### config.mk
export PLATFORM = sky130hd
export DESIGN_NAME = display_grant_arbiter_flat
export DESIGN_NICKNAME = d
export VERILOG_FILES = /design/src/rtl/display_grant_arbiter_if.sv /design/src/rtl/display_grant_arbiter.sv /design/src/flat_wrapper.sv
export SDC_FILE = /design/constraint.sdc
export NUM_CORES = 1
export LEC_CHECK = 0
export CORE_MARGIN = 2
export CORE_UTILIZATION = 55
export CTS_CLUSTER_SIZE = 28
export DETAILED_ROUTE_END_ITERATION = 8
export PLACE_DENSITY = 0.87
export SETUP_SLACK_MARGIN = 0.15
export SLEW_MARGIN = 0
export SYNTH_ARGS = -nofsm -noshare
export SYNTH_HDL_FRONTEND = slang
export SYNTH_SLANG_ARGS = --single-unit
### constraint.sdc
create_clock -name clk -period 2.2 [get_ports clk]
set_input_delay 0.22 -clock clk [delete_from_list [all_inputs] [get_ports clk]]
set_output_delay 0.22 -clock clk [all_outputs]
set_load 0.01 [all_outputs]
### src/rtl/display_grant_arbiter_if.sv
// Request/grant bundle between the two display requesters (IE01, IE02) and the
// seven-segment display arbiter.
interface display_grant_arbiter_if;
    logic req1;
    logic req2;
    logic priorsel;
    logic gnt1;
    logic gnt2;
    logic displaysel;
    logic busy;
    logic preempt;

    modport master (
        output req1,
        output req2,
        output priorsel,
        input  gnt1,
        input  gnt2,
        input  displaysel,
        input  busy,
        input  preempt
    );

    modport slave (
        input  req1,
        input  req2,
        input  priorsel,
        output gnt1,
        output gnt2,
        output displaysel,
        output busy,
        output preempt
    );
endinterface

### src/rtl/display_grant_arbiter.sv
// Grants the seven-segment display to IE01 or IE02 with minimum/maximum hold
// times and a one-cycle blank between owners. All outputs are registered.
module display_grant_arbiter #(
    parameter int unsigned MINHOLD = 4,
    parameter int unsigned MAXHOLD = 16,
    parameter int unsigned CNTW    = 8
) (
    input logic                     clk,
    input logic                     rst,
    display_grant_arbiter_if.slave  arb
);

    localparam logic [1:0] IDLE = 2'd0;
    localparam logic [1:0] GNT1 = 2'd1;
    localparam logic [1:0] GNT2 = 2'd2;
    localparam logic [1:0] GAP  = 2'd3;

    localparam logic OWNER_IE01 = 1'b0;
    localparam logic OWNER_IE02 = 1'b1;

    localparam logic [CNTW-1:0] MIN_C = CNTW'(MINHOLD);
    localparam logic [CNTW-1:0] MAX_C = CNTW'(MAXHOLD);
    localparam logic [CNTW-1:0] ONE_C = CNTW'(1);

    logic [1:0]      state_q,   state_d;
    logic [CNTW-1:0] cnt_q,     cnt_d;
    logic            gnt1_q,    gnt1_d;
    logic            gnt2_q,    gnt2_d;
    logic            dsel_q,    dsel_d;
    logic            busy_q,    busy_d;
    logic            preempt_q, preempt_d;
    logic            last_q,    last_d;

    logic take1;
    logic take2;
    logic own_req;
    logic opp_req;
    logic norm_rel;
    logic pre_rel;

    always_comb begin
        // NOTE: every combinational output gets a default first so that no path
        // through the case leaves it unassigned and infers a latch.
        state_d   = state_q;
        cnt_d     = cnt_q;
        gnt1_d    = gnt1_q;
        gnt2_d    = gnt2_q;
        dsel_d    = dsel_q;
        last_d    = last_q;
        preempt_d = 1'b0;
        take1     = 1'b0;
        take2     = 1'b0;
        own_req   = (state_q == GNT2) ? arb.req2 : arb.req1;
        opp_req   = (state_q == GNT2) ? arb.req1 : arb.req2;
        norm_rel  = !own_req && (cnt_q >= MIN_C);
        pre_rel   = opp_req && (cnt_q >= MAX_C);

        case (state_q)
            IDLE: begin
                if (arb.req1 && (!arb.req2 || !arb.priorsel)) begin
                    take1 = 1'b1;
                end else if (arb.req2) begin
                    take2 = 1'b1;
                end
            end

            GNT1, GNT2: begin
                if (norm_rel || pre_rel) begin
                    state_d   = GAP;
                    cnt_d     = '0;
                    gnt1_d    = 1'b0;
                    gnt2_d    = 1'b0;
                    last_d    = (state_q == GNT2) ? OWNER_IE02 : OWNER_IE01;
                    // A simultaneous normal release masks the preemption flag.
                    preempt_d = pre_rel && !norm_rel;
                end else if (cnt_q != MAX_C) begin
                    cnt_d = cnt_q + ONE_C;
                end
            end

            default: begin
                // GAP: round robin when both wait; priorsel plays no part here.
                if (arb.req1 && arb.req2) begin
                    take1 = (last_q == OWNER_IE02);
                    take2 = (last_q == OWNER_IE01);
                end else if (arb.req1) begin
                    take1 = 1'b1;
                end else if (arb.req2) begin
                    take2 = 1'b1;
                end else begin
                    state_d = IDLE;
                end
            end
        endcase

        if (take1) begin
            state_d = GNT1;
            cnt_d   = ONE_C;
            gnt1_d  = 1'b1;
            gnt2_d  = 1'b0;
            dsel_d  = 1'b0;
        end else if (take2) begin
            state_d = GNT2;
            cnt_d   = ONE_C;
            gnt1_d  = 1'b0;
            gnt2_d  = 1'b1;
            dsel_d  = 1'b1;
        end

        busy_d = gnt1_d | gnt2_d;
    end

    // NOTE: sequential state uses non-blocking assignments so every register
    // samples the pre-edge values, independent of statement order.
    always_ff @(posedge clk or posedge rst) begin
        if (rst) begin
            state_q   <= IDLE;
            cnt_q     <= '0;
            gnt1_q    <= 1'b0;
            gnt2_q    <= 1'b0;
            dsel_q    <= 1'b0;
            busy_q    <= 1'b0;
            preempt_q <= 1'b0;
            last_q    <= OWNER_IE01;
        end else begin
            state_q   <= state_d;
            cnt_q     <= cnt_d;
            gnt1_q    <= gnt1_d;
            gnt2_q    <= gnt2_d;
            dsel_q    <= dsel_d;
            busy_q    <= busy_d;
            preempt_q <= preempt_d;
            last_q    <= last_d;
        end
    end

    assign arb.gnt1       = gnt1_q;
    assign arb.gnt2       = gnt2_q;
    assign arb.displaysel = dsel_q;
    assign arb.busy       = busy_q;
    assign arb.preempt    = preempt_q;

endmodule

### src/flat_wrapper.sv
// flat-port wrapper written by rule: the top's interface ports become plain ports
module display_grant_arbiter_flat 
#(
    parameter int unsigned MINHOLD = 4,
    parameter int unsigned MAXHOLD = 16,
    parameter int unsigned CNTW    = 8
)
  (clk, rst, arb_req1, arb_req2, arb_priorsel, arb_gnt1, arb_gnt2, arb_displaysel, arb_busy, arb_preempt);
  display_grant_arbiter_if arb_i ();
  input logic clk;
  input logic rst;
  input wire logic [$bits(arb_i.req1)-1:0] arb_req1;
  input wire logic [$bits(arb_i.req2)-1:0] arb_req2;
  input wire logic [$bits(arb_i.priorsel)-1:0] arb_priorsel;
  output wire logic [$bits(arb_i.gnt1)-1:0] arb_gnt1;
  output wire logic [$bits(arb_i.gnt2)-1:0] arb_gnt2;
  output wire logic [$bits(arb_i.displaysel)-1:0] arb_displaysel;
  output wire logic [$bits(arb_i.busy)-1:0] arb_busy;
  output wire logic [$bits(arb_i.preempt)-1:0] arb_preempt;
  assign arb_i.req1 = arb_req1;
  assign arb_i.req2 = arb_req2;
  assign arb_i.priorsel = arb_priorsel;
  assign arb_gnt1 = arb_i.gnt1;
  assign arb_gnt2 = arb_i.gnt2;
  assign arb_displaysel = arb_i.displaysel;
  assign arb_busy = arb_i.busy;
  assign arb_preempt = arb_i.preempt;
  display_grant_arbiter #(.MINHOLD(MINHOLD), .MAXHOLD(MAXHOLD), .CNTW(CNTW)) u_core (.clk(clk), .rst(rst), .arb(arb_i));
endmodule
==> flow_results.xml <==
<?xml version="1.0" encoding="UTF-8"?>
<metrics>
  <group name="sta">
    <metric name="finalHoldViolCount" unit="">0</metric>
    <metric name="final.setup.tns" unit="ns">0</metric>
    <metric name="fin_crit_sh" unit="">0.9041</metric>
    <metric name="rsz_0062_raised_after_global_routing" unit="">no</metric>
    <metric name="max_freq" unit="GHz">0.5027</metric>
    <metric name="finalClockSkew" unit="ns">0.001805</metric>
    <metric name="post-route-worst-setup-slack" unit="ns">0.2109</metric>
    <metric name="timing.max_slew.rel_slack" unit="">0.6088</metric>
    <metric name="setup_viol" unit="">0</metric>
    <metric name="fin_crit" unit="ns">1.989</metric>
    <metric name="hold_ws" unit="ns">0.2959</metric>
    <metric name="final_max_tran_viols" unit="">0</metric>
    <metric name="tightest_slew" unit="ns">0.5861</metric>
  </group>
  <group name="critical_path">
    <metric name="critical_path_required_time" unit="ns">2.40</metric>
    <metric name="crit_path_cell_trace" unit="">inv_1 &gt; ha_2 &gt; nor2b_1 &gt; or4b_2 &gt; o211ai_1</metric>
    <metric name="arr_time_crit_path" unit="ns">2.19</metric>
    <metric name="timing.critical_path.max_delay_family" unit="">simple AND/OR/NAND/NOR gates</metric>
    <metric name="cpPeakStageDelay" unit="ns">0.62</metric>
    <metric name="crit_fanout" unit="">11</metric>
    <metric name="crit_slowest_cell" unit="">sky130_fd_sc_hd__or4b_2</metric>
    <metric name="critPathCaptureType" unit="">flop</metric>
    <metric name="critical_path.startpoint_type" unit="">flop</metric>
    <metric name="buf_inv_stages_crit_path" unit="">1</metric>
    <metric name="critPathKind" unit="">flop to flop</metric>
  </group>
  <group name="synthesis">
    <metric name="netlist.area_leader.share" unit="">0.3980</metric>
    <metric name="yosys_most_used_dff" unit="">sky130_fd_sc_hd__dfrtp_1</metric>
    <metric name="post_synth_num_cell_types" unit="">43</metric>
    <metric name="syn_area_per_cell" unit="um^2">9.862</metric>
    <metric name="postSynthRegisterBits" unit="">16</metric>
    <metric name="synth_seq_area_share" unit="">0.3980</metric>
    <metric name="postSynthNetCount" unit="">112</metric>
    <metric name="synth.largest_area_cell" unit="">sky130_fd_sc_hd__dfrtp_1</metric>
    <metric name="synth_edf_count" unit="">0</metric>
    <metric name="post_synth_inst_count" unit="">102</metric>
    <metric name="async_reset_ff_frac" unit="">1.000</metric>
    <metric name="post_synth_instance_area" unit="mm^2">0.001006</metric>
    <metric name="top_cells_by_area_in_the_synthesized_netlist" unit="">sky130_fd_sc_hd__dfrtp_1, sky130_fd_sc_hd__ha_1, sky130_fd_sc_hd__o21ai_0</metric>
    <metric name="yosys_warnings" unit="">0</metric>
  </group>
  <group name="grt">
    <metric name="first_global_vias" unit="">714</metric>
    <metric name="largest_net_degree_at_the_start_of_global_routing" unit="">17</metric>
    <metric name="globalRoute.totalOverflow" unit="">0</metric>
    <metric name="grt_pass1_wl" unit="um">3222</metric>
    <metric name="grt_util_all_layers" unit="">0.2160</metric>
    <metric name="antenna_found_initial" unit="">0</metric>
  </group>
  <group name="status">
    <metric name="result_of_the_run" unit="">finished clean</metric>
  </group>
  <group name="routing">
    <metric name="finalWirelength" unit="um">2060</metric>
    <metric name="num_vias" unit="">837</metric>
    <metric name="drc" unit="">0</metric>
    <metric name="viasPerCell" unit="">6.065</metric>
    <metric name="wl_per_cell" unit="um">14.93</metric>
    <metric name="drt_first_pass_iters" unit="">4</metric>
    <metric name="antenna_violating_nets_post_route" unit="">0</metric>
    <metric name="drt_iter0_drc" unit="">14</metric>
  </group>
  <group name="floorplan">
    <metric name="row_count" unit="">15</metric>
    <metric name="ioPinCount" unit="">10</metric>
    <metric name="design.core.area" unit="mm^2">0.001727</metric>
    <metric name="dieWidth" unit="um">46.77</metric>
    <metric name="fp.dieH" unit="um">46.77</metric>
    <metric name="start_util" unit="">0.5826</metric>
    <metric name="design.die.area" unit="mm^2">0.002187</metric>
  </group>
  <group name="cts">
    <metric name="cts.sink_count" unit="">16</metric>
    <metric name="cts_setup_buffers" unit="">0</metric>
    <metric name="cts_buffer_depth" unit="">2</metric>
    <metric name="clkTransAtPathRegs" unit="ns">0.08</metric>
    <metric name="clock_tree_from_tritoncts" unit="">built</metric>
    <metric name="root_buffer" unit="">sky130_fd_sc_hd__clkbuf_4</metric>
    <metric name="htree_num_levels" unit="">1</metric>
    <metric name="ctsHoldBuffers" unit="">0</metric>
    <metric name="numCtsBuffers" unit="">3</metric>
    <metric name="clock_insertion_delay_worst_skew" unit="ns">0.29</metric>
  </group>
  <group name="run">
    <metric name="cap_violations" unit="">0</metric>
  </group>
  <group name="finish">
    <metric name="filler_cell_count" unit="">138</metric>
    <metric name="syn_to_final_growth" unit="%">15.05</metric>
    <metric name="multi_input_comb_area" unit="um^2">583.1</metric>
    <metric name="total_area_of_sequential_cells" unit="um^2">400.4</metric>
    <metric name="num-nets-final" unit="">125</metric>
    <metric name="layout-drive-gt1-share" unit="">0.1504</metric>
    <metric name="antenna_fix_cells" unit="">0</metric>
  </group>
  <group name="placed_design">
    <metric name="port_buffers" unit="">9</metric>
    <metric name="post-dp-hpwl" unit="um">1490</metric>
    <metric name="place_worst_setup_slack" unit="ns">0.1342</metric>
    <metric name="gp_congestion" unit="">0.7974</metric>
  </group>
  <group name="min_path">
    <metric name="hold_class" unit="">input pin to asynchronous set/reset pin</metric>
  </group>
  <group name="power_and_ir_drop">
    <metric name="p_per_area" unit="mW/mm^2">1286</metric>
    <metric name="p_leak" unit="nW">0.4781</metric>
    <metric name="peakVddDrop" unit="uV">816.1</metric>
  </group>
</metrics>
area by class of cell:
| class | count | share of cell area |
|---|---|---|
| inverter | 6 | 0.01946 |
| sequential | 16 | 0.3459 |
| timing repair buffer | 10 | 0.08432 |
| clock buffer | 3 | 0.01946 |
| multi-input combinational | 78 | 0.5038 |
| tap | 25 | 0.02703 |
worst paths after layout:
path | to | slack [ns] | startpoint | cells past startpoint
max in group asynchronous | u_core.cnt_q[0] | 1.52 | rst | 2
max | u_core.state_q[0] | 0.21 | u_core.state_q[1] | 5
min in group clk | u_core.arb.displaysel | 0.49 | u_core.arb.displaysel | 1
max reg2reg | u_core.state_q[0] | 0.21 | u_core.state_q[1] | 5
min reg2reg | u_core.arb.displaysel | 0.49 | u_core.arb.displaysel | 1
min | u_core.arb.busy | 0.30 | rst | 2
per-stage QoR:
stage                     power, mW  area (um^2)  utilization  instances
after floorplan               1.080         1006            -        102
after global placement        1.275         1126       0.6522        135
after detailed placement      1.302         1126       0.6522        135
after CTS                     1.449         1149       0.6652        138
after global routing          1.595         1157       0.6703        138
final                         1.489         1157       0.6703        138
power breakdown:
part | internal [mW] | switching [mW] | total [mW] | leakage, nW
clock network | 0.0637 | 0.0870 | 0.151 | 0.0138
logic | 0.397 | 0.469 | 0.866 | 0.261
registers | 0.389 | 0.0834 | 0.472 | 0.203
total | 0.849 | 0.639 | 1.49 | 0.478
worst register-to-register path, stage by stage, from the launching register on:
cell	delay, ns
sky130_fd_sc_hd__dfrtp_1	0.42
sky130_fd_sc_hd__inv_1	0.06
sky130_fd_sc_hd__ha_2	0.43
sky130_fd_sc_hd__nor2b_1	0.24
sky130_fd_sc_hd__or4b_2	0.62
sky130_fd_sc_hd__o211ai_1	0.13
registers in the layout, indices dropped and copies added (netlist names):
register	cells
u_core.arb.preempt	1
u_core.cnt_q	8
u_core.last_q	1
u_core.arb.gnt2	1
u_core.arb.displaysel	1
u_core.state_q	2
u_core.arb.gnt1	1
u_core.arb.busy	1
Yosys cell counts (2+ instances only):
master                     count
sky130_fd_sc_hd__inv_1         6
sky130_fd_sc_hd__nor3_1        3
sky130_fd_sc_hd__nor3b_1       2
sky130_fd_sc_hd__xnor2_1       2
sky130_fd_sc_hd__nand2_1       6
sky130_fd_sc_hd__or2_2         2
sky130_fd_sc_hd__nor2_1        6
sky130_fd_sc_hd__and3_1        2
sky130_fd_sc_hd__nand3_1       4
sky130_fd_sc_hd__ha_1          5
sky130_fd_sc_hd__dfrtp_1      16
sky130_fd_sc_hd__o21ai_0       8
sky130_fd_sc_hd__nand4_1       2
sky130_fd_sc_hd__nand2b_1      5
sky130_fd_sc_hd__a21oi_1       2
sky130_fd_sc_hd__o311a_1       2
sky130_fd_sc_hd__a31oi_1       2
sky130_fd_sc_hd__o22ai_1       2
cell usage in the layout, fill, tap and decap left out, drive strengths merged, types with 2 or more instances in the layout:
cell type,count
a31oi,2
nor3b,3
nand2b,5
nand4,2
o21ai,8
o311a,2
or2,2
and3,3
a21oi,3
nor3,3
ha,5
clkbuf,3
clkdlybuf4s50,9
xnor2,2
nand2,6
dfrtp,16
nand3,4
nor2,7
o32ai,2
o22ai,2
inv,6
layer usage:
layer / vias up / track usage / wire length (um)
li1: 398 / - / -
met1: 416 / 0.3160 / 979
met2: 19 / 0.2959 / 949
met3: 4 / 0.03846 / 84
met4: 0 / 0.1333 / 47
met5: - / 0 / 0
logic make-up (layout without fill, tap and decap cells):
family	count (synthesis)	in the layout	share of synthesized area
buffers and inverters	8	19	0.03108
multiplexers	2	2	0.02487
flip-flops	16	16	0.3980
XOR/XNOR	3	3	0.02612
adder cells (fa/ha/maj)	5	5	0.06219
AO/OA/AOI/OAI	28	28	0.2276
AND/OR/NAND/NOR	40	40	0.2301
timing repair:
| action | 4_1_cts | 5_1_grt |
|---|---|---|
| gates resized for setup | 0 | 2 |
| setup endpoints to repair | 0 | 4 |
| hold endpoints to repair | 0 | 0 |
Power figures use the tool's default switching activity.
